===== config.mk =====
export PLATFORM = sky130hd
export DESIGN_NAME = lsu_mem_wb
export DESIGN_NICKNAME = d
export VERILOG_FILES = /design/src/rtl/types_pkg.sv /design/src/rtl/lsu_load_align.sv /design/src/rtl/lsu_mem_wb.sv
export SDC_FILE = /design/constraint.sdc
export NUM_CORES = 1
export LEC_CHECK = 0
export BUFFER_PORTS_ARGS = -buffer_cell sky130_fd_sc_hd__buf_2
export CORE_MARGIN = 10
export CORE_UTILIZATION = 44
export CTS_CLUSTER_DIAMETER = 60
export DETAILED_ROUTE_END_ITERATION = 8
export GPL_TIMING_DRIVEN = 1
export PLACE_DENSITY = 0.74
export SYNTH_ARGS = -nofsm -noshare
export SYNTH_HDL_FRONTEND = slang
export SYNTH_SLANG_ARGS = --single-unit
export TNS_END_PERCENT = 10

===== constraint.sdc =====
create_clock -name clk -period 1.8 [get_ports clk]
set_input_delay 0.09 -clock clk [delete_from_list [all_inputs] [get_ports clk]]
set_output_delay 0.09 -clock clk [all_outputs]
set_load 0.03 [all_outputs]

===== src/rtl/types_pkg.sv =====
// Shared types for the LSU: word/register types, the LSU state, RV32I size codes
// and helpers for legality and byte-enable generation.
package types_pkg;

    typedef logic [31:0] word_t;
    typedef logic [4:0]  reg_addr_t;
    typedef logic [3:0]  be_t;

    typedef enum logic [1:0] {
        StIdle,
        StReq,
        StWait,
        StDone
    } lsu_state_t;

    localparam logic [2:0] F3_B  = 3'b000;
    localparam logic [2:0] F3_H  = 3'b001;
    localparam logic [2:0] F3_W  = 3'b010;
    localparam logic [2:0] F3_BU = 3'b100;
    localparam logic [2:0] F3_HU = 3'b101;

    // Unsigned variants exist only for loads; sub-word accesses must be naturally aligned.
    function automatic logic lsu_legal(input logic is_load, input logic [2:0] f3,
                                       input logic [1:0] off);
        logic legal;
        case (f3)
            F3_B:    legal = 1'b1;
            F3_H:    legal = ~off[0];
            F3_W:    legal = (off == 2'b00);
            F3_BU:   legal = is_load;
            F3_HU:   legal = is_load & ~off[0];
            default: legal = 1'b0;
        endcase
        return legal;
    endfunction

    function automatic be_t lsu_be(input logic [1:0] size, input logic [1:0] off);
        be_t be;
        case (size)
            2'b00:   be = be_t'(4'b0001 << off);
            2'b01:   be = be_t'(4'b0011 << off);
            default: be = 4'b1111;
        endcase
        return be;
    endfunction

endpackage


===== src/rtl/lsu_load_align.sv =====
// Combinational load formatter: moves the addressed byte/half to bit 0 and
// sign- or zero-extends it according to funct3.
module lsu_load_align
    import types_pkg::*;
(
    input  word_t      rdata,
    input  logic [1:0] offset,
    input  logic [2:0] funct3,
    output word_t      data
);

    word_t shifted;

    always_comb begin
        shifted = rdata >> {offset, 3'b000};
        case (funct3)
            F3_B:    data = {{24{shifted[7]}}, shifted[7:0]};
            F3_BU:   data = {24'b0, shifted[7:0]};
            F3_H:    data = {{16{shifted[15]}}, shifted[15:0]};
            F3_HU:   data = {16'b0, shifted[15:0]};
            default: data = shifted;
        endcase
    end

endmodule


===== src/rtl/lsu_mem_wb.sv =====
// Load/store unit between execute and register-file writeback, driving a req/gnt/rvalid
// data memory port. Optional watchdog enabled by defining LSU_TIMEOUT_EN.
module lsu_mem_wb
    import types_pkg::*;
#(
    parameter int unsigned TIMEOUT_CYCLES = 64
) (
    input  logic       clk,
    input  logic       rst_n,
    input  logic       ex_valid,
    input  logic       ex_is_load,
    input  logic       ex_is_store,
    input  logic [2:0] ex_funct3,
    input  word_t      ex_addr,
    input  word_t      ex_store_data,
    input  reg_addr_t  ex_rd,
    output logic       dmem_req,
    output logic       dmem_we,
    output be_t        dmem_be,
    output word_t      dmem_addr,
    output word_t      dmem_wdata,
    input  logic       dmem_gnt,
    input  logic       dmem_rvalid,
    input  word_t      dmem_rdata,
    output logic       lsu_stall,
    output logic       lsu_wb_en,
    output reg_addr_t  lsu_wb_rd,
    output word_t      lsu_wb_data,
    output logic       lsu_fault
);

    lsu_state_t state_q, state_d;
    word_t      addr_q, addr_d;
    logic [2:0] funct3_q, funct3_d;
    reg_addr_t  rd_q, rd_d;
    logic       we_q, we_d;
    be_t        be_q, be_d;
    word_t      wdata_q, wdata_d;
    word_t      wb_data_q, wb_data_d;
    word_t      aligned;
    word_t      st_data;
    logic       accept;
    logic       timeout;

    assign accept = ex_valid & (ex_is_load | ex_is_store);

    always_comb begin
        case (ex_funct3[1:0])
            2'b00:   st_data = {4{ex_store_data[7:0]}};
            2'b01:   st_data = {2{ex_store_data[15:0]}};
            default: st_data = ex_store_data;
        endcase
    end

    lsu_load_align u_align (
        .rdata  (dmem_rdata),
        .offset (addr_q[1:0]),
        .funct3 (funct3_q),
        .data   (aligned)
    );

`ifdef LSU_TIMEOUT_EN
    localparam int unsigned CNT_W = $clog2(TIMEOUT_CYCLES + 1);
    logic [CNT_W-1:0] cnt_q;

    // Holds 0 in IDLE, so it is already clear on the first REQ cycle.
    always_ff @(posedge clk) begin
        if (!rst_n) begin
            cnt_q <= '0;
        end else if (state_q == StReq || state_q == StWait) begin
            cnt_q <= cnt_q + 1'b1;
        end else begin
            cnt_q <= '0;
        end
    end

    assign timeout = (state_q == StReq || state_q == StWait) && (cnt_q == CNT_W'(TIMEOUT_CYCLES));
`else
    logic unused_timeout_cfg;
    assign unused_timeout_cfg = ^TIMEOUT_CYCLES;
    assign timeout = 1'b0;
`endif

    always_comb begin
        state_d   = state_q;
        addr_d    = addr_q;
        funct3_d  = funct3_q;
        rd_d      = rd_q;
        we_d      = we_q;
        be_d      = be_q;
        wdata_d   = wdata_q;
        wb_data_d = wb_data_q;
        dmem_req  = 1'b0;
        lsu_stall = 1'b0;
        lsu_wb_en = 1'b0;
        lsu_fault = 1'b0;

        unique case (state_q)
            StIdle: begin
                if (accept) begin
                    if (lsu_legal(ex_is_load, ex_funct3, ex_addr[1:0])) begin
                        addr_d    = ex_addr;
                        funct3_d  = ex_funct3;
                        rd_d      = ex_rd;
                        we_d      = ex_is_store;
                        be_d      = lsu_be(ex_funct3[1:0], ex_addr[1:0]);
                        wdata_d   = st_data;
                        lsu_stall = 1'b1;
                        state_d   = StReq;
                    end else begin
                        lsu_fault = 1'b1;
                    end
                end
            end
            StReq: begin
                if (timeout) begin
                    lsu_fault = 1'b1;
                    state_d   = StIdle;
                end else begin
                    dmem_req  = 1'b1;
                    lsu_stall = 1'b1;
                    if (dmem_gnt) state_d = we_q ? StDone : StWait;
                end
            end
            StWait: begin
                if (timeout) begin
                    lsu_fault = 1'b1;
                    state_d   = StIdle;
                end else begin
                    lsu_stall = 1'b1;
                    if (dmem_rvalid) begin
                        wb_data_d = aligned;
                        state_d   = StDone;
                    end
                end
            end
            StDone: begin
                lsu_wb_en = ~we_q & (rd_q != '0);
                state_d   = StIdle;
            end
        endcase
    end

    always_ff @(posedge clk) begin
        if (!rst_n) begin
            state_q   <= StIdle;
            addr_q    <= '0;
            funct3_q  <= '0;
            rd_q      <= '0;
            we_q      <= 1'b0;
            be_q      <= '0;
            wdata_q   <= '0;
            wb_data_q <= '0;
        end else begin
            state_q   <= state_d;
            addr_q    <= addr_d;
            funct3_q  <= funct3_d;
            rd_q      <= rd_d;
            we_q      <= we_d;
            be_q      <= be_d;
            wdata_q   <= wdata_d;
            wb_data_q <= wb_data_d;
        end
    end

    assign dmem_we     = we_q;
    assign dmem_be     = be_q;
    assign dmem_addr   = {addr_q[31:2], 2'b00};
    assign dmem_wdata  = wdata_q;
    assign lsu_wb_rd   = rd_q;
    assign lsu_wb_data = wb_data_q;

endmodule


==> results.toml, run 1 <==
[outcome]
status = "finished clean"

[finish]
drive_above_1_share = 0.340
layout_common_cells = "buf_2 (216), nand2_1 (129), dfxtp_1 (111)"
fillerInstances = 1092
area_growth_pct = 33.9
nets = 974
mostFrequentLayoutCell = "buf_2"

[setup_path]
r2r_slack_ns = 0.11
cp_slowest_cell = "or4_1"
worst-path-max-fanout = 3
path_class = "reg2out"
cp-start-kind = "flip-flop"
max_stage_delay_ns = 0.55
end_kind = "primary output"
reg2regPathDepth = 5
crit_chain = "or4_1, nor2_2, nor3b_1, buf_2"
critical_path_required_ns = 1.71
worstReg2RegStart = "addr_q[0]"
r2r-end = "lsu_wb_data[9]"
cp.arrival_ns = 1.63

[power_and_ir_drop]
peakVddDrop_mv = 0.701
comb_power_share = 0.240
clkPwrFrac = 0.340
swShare = 0.299
pwr-share-seq = 0.420
power_leakage_nw = 3.56
report.power.total_mw = 6.33
p_int_mw = 4.44
switchingPower_mw = 1.89
p_per_area_nw_per_um2 = 854

[grt]
grt_max_degree = 62
grt_use_total = 0.199
grt_pass1_wl_mm = 28.7
grt_pass1_vias = 5504
antenna_found_initial = 1
grt_overflow = 0

[min_path]
hold-path-cell-count = 3
hold_start = "ex_addr[31]"
hold_path_class = "in2reg"
holdPathEnd = "addr_q[31]"

[floorplanning]
num_rows = 40
die_w_um = 132
dieArea_um2 = 17500
ios = 221
die_h_um = 132
start_util = 0.455
coreArea_um2 = 12200

[yosys]
avgSynthCellArea_um2 = 8.58
synth_area_leader_cell = "dfxtp_1"
synth_seq_cells = 111
synthFlopType = "dfxtp_1"
synth_edf_count = 0
ys_top_cells_by_area = "dfxtp_1 (40%), mux2i_1 (14%), nand2_1 (8.7%), o21ai_0 (4.9%), buf_4 (4.5%)"
synth.top_cell.area_share = 0.401
netlist_instances = 645
synth_area_um2 = 5540
synth_cell_type_count = 43
synth-warning-count = 0
async_flop_share = 0
ys_seq_area_frac = 0.401

[clock_tree]
cts.sinks = 111
clkTransAtPathRegs_ns = 0.07
clock-root-buffer = "clkbuf_16"
insertion_delay_ns = 0.35
cts_tree = "built"
cts_htree_levels = 3
cts_buffers = 9
clockBufferDepth = 2

[routing]
first_iter_violations = 335
drc = 0
viasPerCell = 5.27
ant_nets = 0
wire_per_inst_um = 17.7
drtPass1Iterations = 5
totalWireLength_mm = 18.2
vias = 5431

[timing]
slew_headroom = 0.548
setup_viol = 0
skew_ns = 0.00848
worst_pin_slew_ns = 0.677
fin_crit_ns = 1.72
fin_crit_sh = 0.957
fin_setup_tns_ns = 0
drv_slew = 0
hold_violations = 0
max_freq_mhz = 580

[flow_run]
drv_cap = 0

[placed_design]
io_buffers = 218
dp_hpwl_mm = 13.2
place.gp.congestion = 0.842
==> cell families (layout without fill, tap and decap cells) <==
family | Yosys count | after routing | synth area share
simple gates | 195 | 195 | 0.158
compound gates | 153 | 153 | 0.177
flops | 111 | 111 | 0.401
buf+inv | 94 | 310 | 0.0943
mux | 86 | 86 | 0.157
fa+ha+maj | 5 | 5 | 0.0113
other cells | 1 | 3 | 0.000677
==> synth_stat cells (all sizes together) (3+ instances only) <==
| cell | instances |
|---|---|
| nand2 | 129 |
| dfxtp | 111 |
| mux2i | 78 |
| o21ai | 58 |
| buf | 46 |
| a21oi | 42 |
| clkbuf | 42 |
| nand4 | 22 |
| o211a | 19 |
| nand3 | 16 |
| a21boi | 8 |
| mux2 | 8 |
| nor2 | 7 |
| o211ai | 7 |
| o2bb2ai | 7 |
| inv | 6 |
| ha | 5 |
| nor2b | 5 |
| a21o | 3 |
| nand4b | 3 |
| nor3 | 3 |
==> critical path, delay by kind of cell, from the launching register on <==
family,cells,cell delay [ns]
AND/OR/NAND/NOR,3,0.76
flip-flops,1,0.33
buffers and inverters,1,0.19
==> cell type report <==
type                            instances  area, um2  share of cell area
Clock buffer                           10        239              0.0322
Tap cell                              168        210              0.0284
Timing Repair Buffer                  289       1800               0.242
Multi-Input combinational cell        441       2840               0.383
Antenna cell                            1       2.50            0.000338
Clock inverter                          5       81.3              0.0110
Inverter                                6       22.5             0.00304
Sequential cell                       111       2220               0.300
==> stage by stage <==
stage	hold WS [ns]	setup slack, ns	cells	cell area (um2)	util
after floorplan	0.232	0.0157	646	5540	-
final	0.00954	0.0766	1031	7410	0.609
after CTS	0.00185	0.0266	1030	7390	0.608
after detailed placement	0.344	-0.160	980	6700	0.551
after global placement	0.340	-0.0648	980	6700	0.551
after global routing	0.000954	-0.0228	1031	7410	0.609
==> per-layer routing <==
| metal | track usage | wire (um) |
|---|---|---|
| met5 | 0 | 0 |
| met1 | 0.216 | 7120 |
| met4 | 0.0785 | 549 |
| met3 | 0.0808 | 1570 |
| met2 | 0.339 | 9000 |
==> flip-flops by register name (all words and copies together) (netlist names) <==
| signal | cells |
|---|---|
| lsu_wb_rd | 5 |
| lsu_wb_data | 32 |
| addr_q | 32 |
| dmem_we | 1 |
| state_q | 2 |
| dmem_wdata | 32 |
| funct3_q | 3 |
| dmem_be | 4 |
==> power by group through the flow <==
| stage | clock [mW] | combinational (mW) | sequential [mW] |
|---|---|---|---|
| after floorplan | 0 | 0.764 | 2.88 |
| after global placement | 0 | 1.39 | 2.71 |
| after detailed placement | 0 | 1.41 | 2.71 |
| after CTS | 2.23 | 1.50 | 2.66 |
| after global routing | 2.33 | 1.64 | 2.68 |
| final | 2.15 | 1.52 | 2.66 |
==> worst max-delay path by stage <==
| stage | endpoint | from | slack [ns] |
|---|---|---|---|
| CTS | lsu_stall | state_q[0] | 0.03 |
| finish | lsu_wb_en | lsu_wb_rd[1] | 0.08 |
| detailed placement | lsu_wb_data[21] | addr_q[1] | -0.16 |
| floorplan | lsu_stall | state_q[0] | 0.02 |
| global placement | lsu_wb_data[31] | addr_q[1] | -0.06 |
| global route | lsu_wb_en | lsu_wb_rd[1] | -0.02 |
==> repair_timing <==
item | CTS | global route
gates resized for setup | 6 | 7
hold buffers | 34 | 0
setup endpoints to repair | 17 | 16
pin swaps | 0 | 1
buffers inserted | 1 | 0
hold endpoints to repair | 34 | 0
Note: power is estimated with default switching activity, not from simulation.
==> inputs of run 2 (changes only) <==
Settings changed: CORE_UTILIZATION 44 to 45, CTS_BUF_LIST set to sky130_fd_sc_hd__clkbuf_8, PLACE_DENSITY 0.74 to 0.75, SKIP_LAST_GASP set to 1.
==> results.toml, run 2 (same netlist as run 1, synthesis figures left out) <==
[placed_design]
place_inst = 950
dp_slack_ns = 0.154
place.gp.congestion = 0.893
dp_hpwl_mm = 13.0
io_buffers = 218

[routing]
wire_per_inst_um = 17.9
drtPass1Iterations = 5
totalWireLength_mm = 18.1
drc = 0
ant_nets = 0
first_iter_violations = 364
vias = 5381
viasPerCell = 5.32

[clock_tree]
insertion_delay_ns = 0.37
cts.sinks = 111
cts_buffers = 9
clock-root-buffer = "clkbuf_8"
cts_tree = "built"
cts_htree_levels = 3
clockBufferDepth = 2
clkTransAtPathRegs_ns = 0.11

[grt]
grt_overflow = 0
grt_max_degree = 61
grt_pass1_vias = 5399
grt_use_total = 0.204
grt_pass1_wl_mm = 28.1
antenna_found_initial = 2

[power_and_ir_drop]
power_leakage_nw = 3.55
peakVddDrop_mv = 0.416
p_per_area_nw_per_um2 = 799
report.power.total_mw = 5.89

[finish]
final_cells = 1012
drive_above_1_share = 0.333
final_core_util = 0.613
layout_common_cells = "buf_2 (216), nand2_1 (129), dfxtp_1 (109)"
area_growth_pct = 33.0
mostFrequentLayoutCell = "buf_2"
nets = 975

[floorplanning]
ios = 221
dieArea_um2 = 17100
num_rows = 40
coreArea_um2 = 12000
start_util = 0.461
die_w_um = 131
die_h_um = 131

[timing]
slew_headroom = 0.611
setup_ws_ns = 0.0701
skew_ns = 0.0110
drv_slew = 0
max_freq_mhz = 578
fin_crit_sh = 0.961
setup_viol = 0
worst_pin_slew_ns = 0.582
fin_crit_ns = 1.73
hold_violations = 0

[setup_path]
worst-path-max-fanout = 11
cp.arrival_ns = 1.64
end_kind = "primary output"
path_class = "reg2out"
critical_path_required_ns = 1.71
cp-start-kind = "flip-flop"

[flow_run]
drv_cap = 0

[min_path]
hold_path_class = "in2reg"

[outcome]
status = "finished clean"
[run 2: layout make-up]
| cell class | count | area, um2 |
|---|---|---|
| fill | 1048 | 4650 |
| multi-input combinational | 441 | 2820 |
| sequential | 111 | 2220 |
| timing repair buffer | 290 | 1900 |
| tap | 147 | 184 |
| clock buffer | 9 | 124 |
| clock inverter | 7 | 87.6 |
| inverter | 6 | 22.5 |
| antenna | 1 | 2.50 |
[run 2: what timing repair did]
item | in CTS | in global routing
pin swaps | 1 | 0
setup endpoints to repair | 1 | 37
gates cloned | 2 | 0
setup buffers | 1 | 3
resized for setup | 5 | 4
hold endpoints to repair | 39 | 0
hold buffers | 39 | 0
[run 2: final timing paths]
kind	start	end	slack, ns	cells after the start
setup reg to reg	state_q[0]	addr_q[13]	0.14	8
hold reg to reg	dmem_wdata[24]	dmem_wdata[24]	0.46	2
hold / removal	ex_store_data[6]	dmem_wdata[6]	0.03	3
setup / recovery	state_q[0]	lsu_stall	0.07	8
[run 2: report_power, final]
part	internal [mW]	total, mW	leakage (nW)	switching, mW
sequential	2.59	2.67	0.901	0.0786
clock	0.776	1.65	0.109	0.875
combinational	0.646	1.57	2.54	0.920
total	4.01	5.89	3.55	1.87
[run 2: worst max-delay path, stage by stage (launching register included)]
cell	delay (ns)
dfxtp_2	0.38
inv_2	0.06
ha_2	0.19
inv_2	0.07
nor2_4	0.04
buf_12	0.16
a21oi_4	0.14
nor2_2	0.04
buf_4	0.17
[run 2: stage by stage]
stage | TNS [ns] | hold slack, ns | area, um2
after floorplan | 0 | 0.232 | 5540
after global placement | 0 | 0.339 | 6640
after detailed placement | 0 | 0.343 | 6640
after CTS | 0 | 0.00804 | 7330
after global routing | -0.0210 | 0.0179 | 7360
final | 0 | 0.0289 | 7360
[run 2: layer usage]
layer,track usage,share of wire,up-vias
met1,0.239,0.40,2466
met4,0.0791,0.023,0
met3,0.0806,0.10,33
met5,0,0,-
li1,-,-,2658
met2,0.328,0.48,224
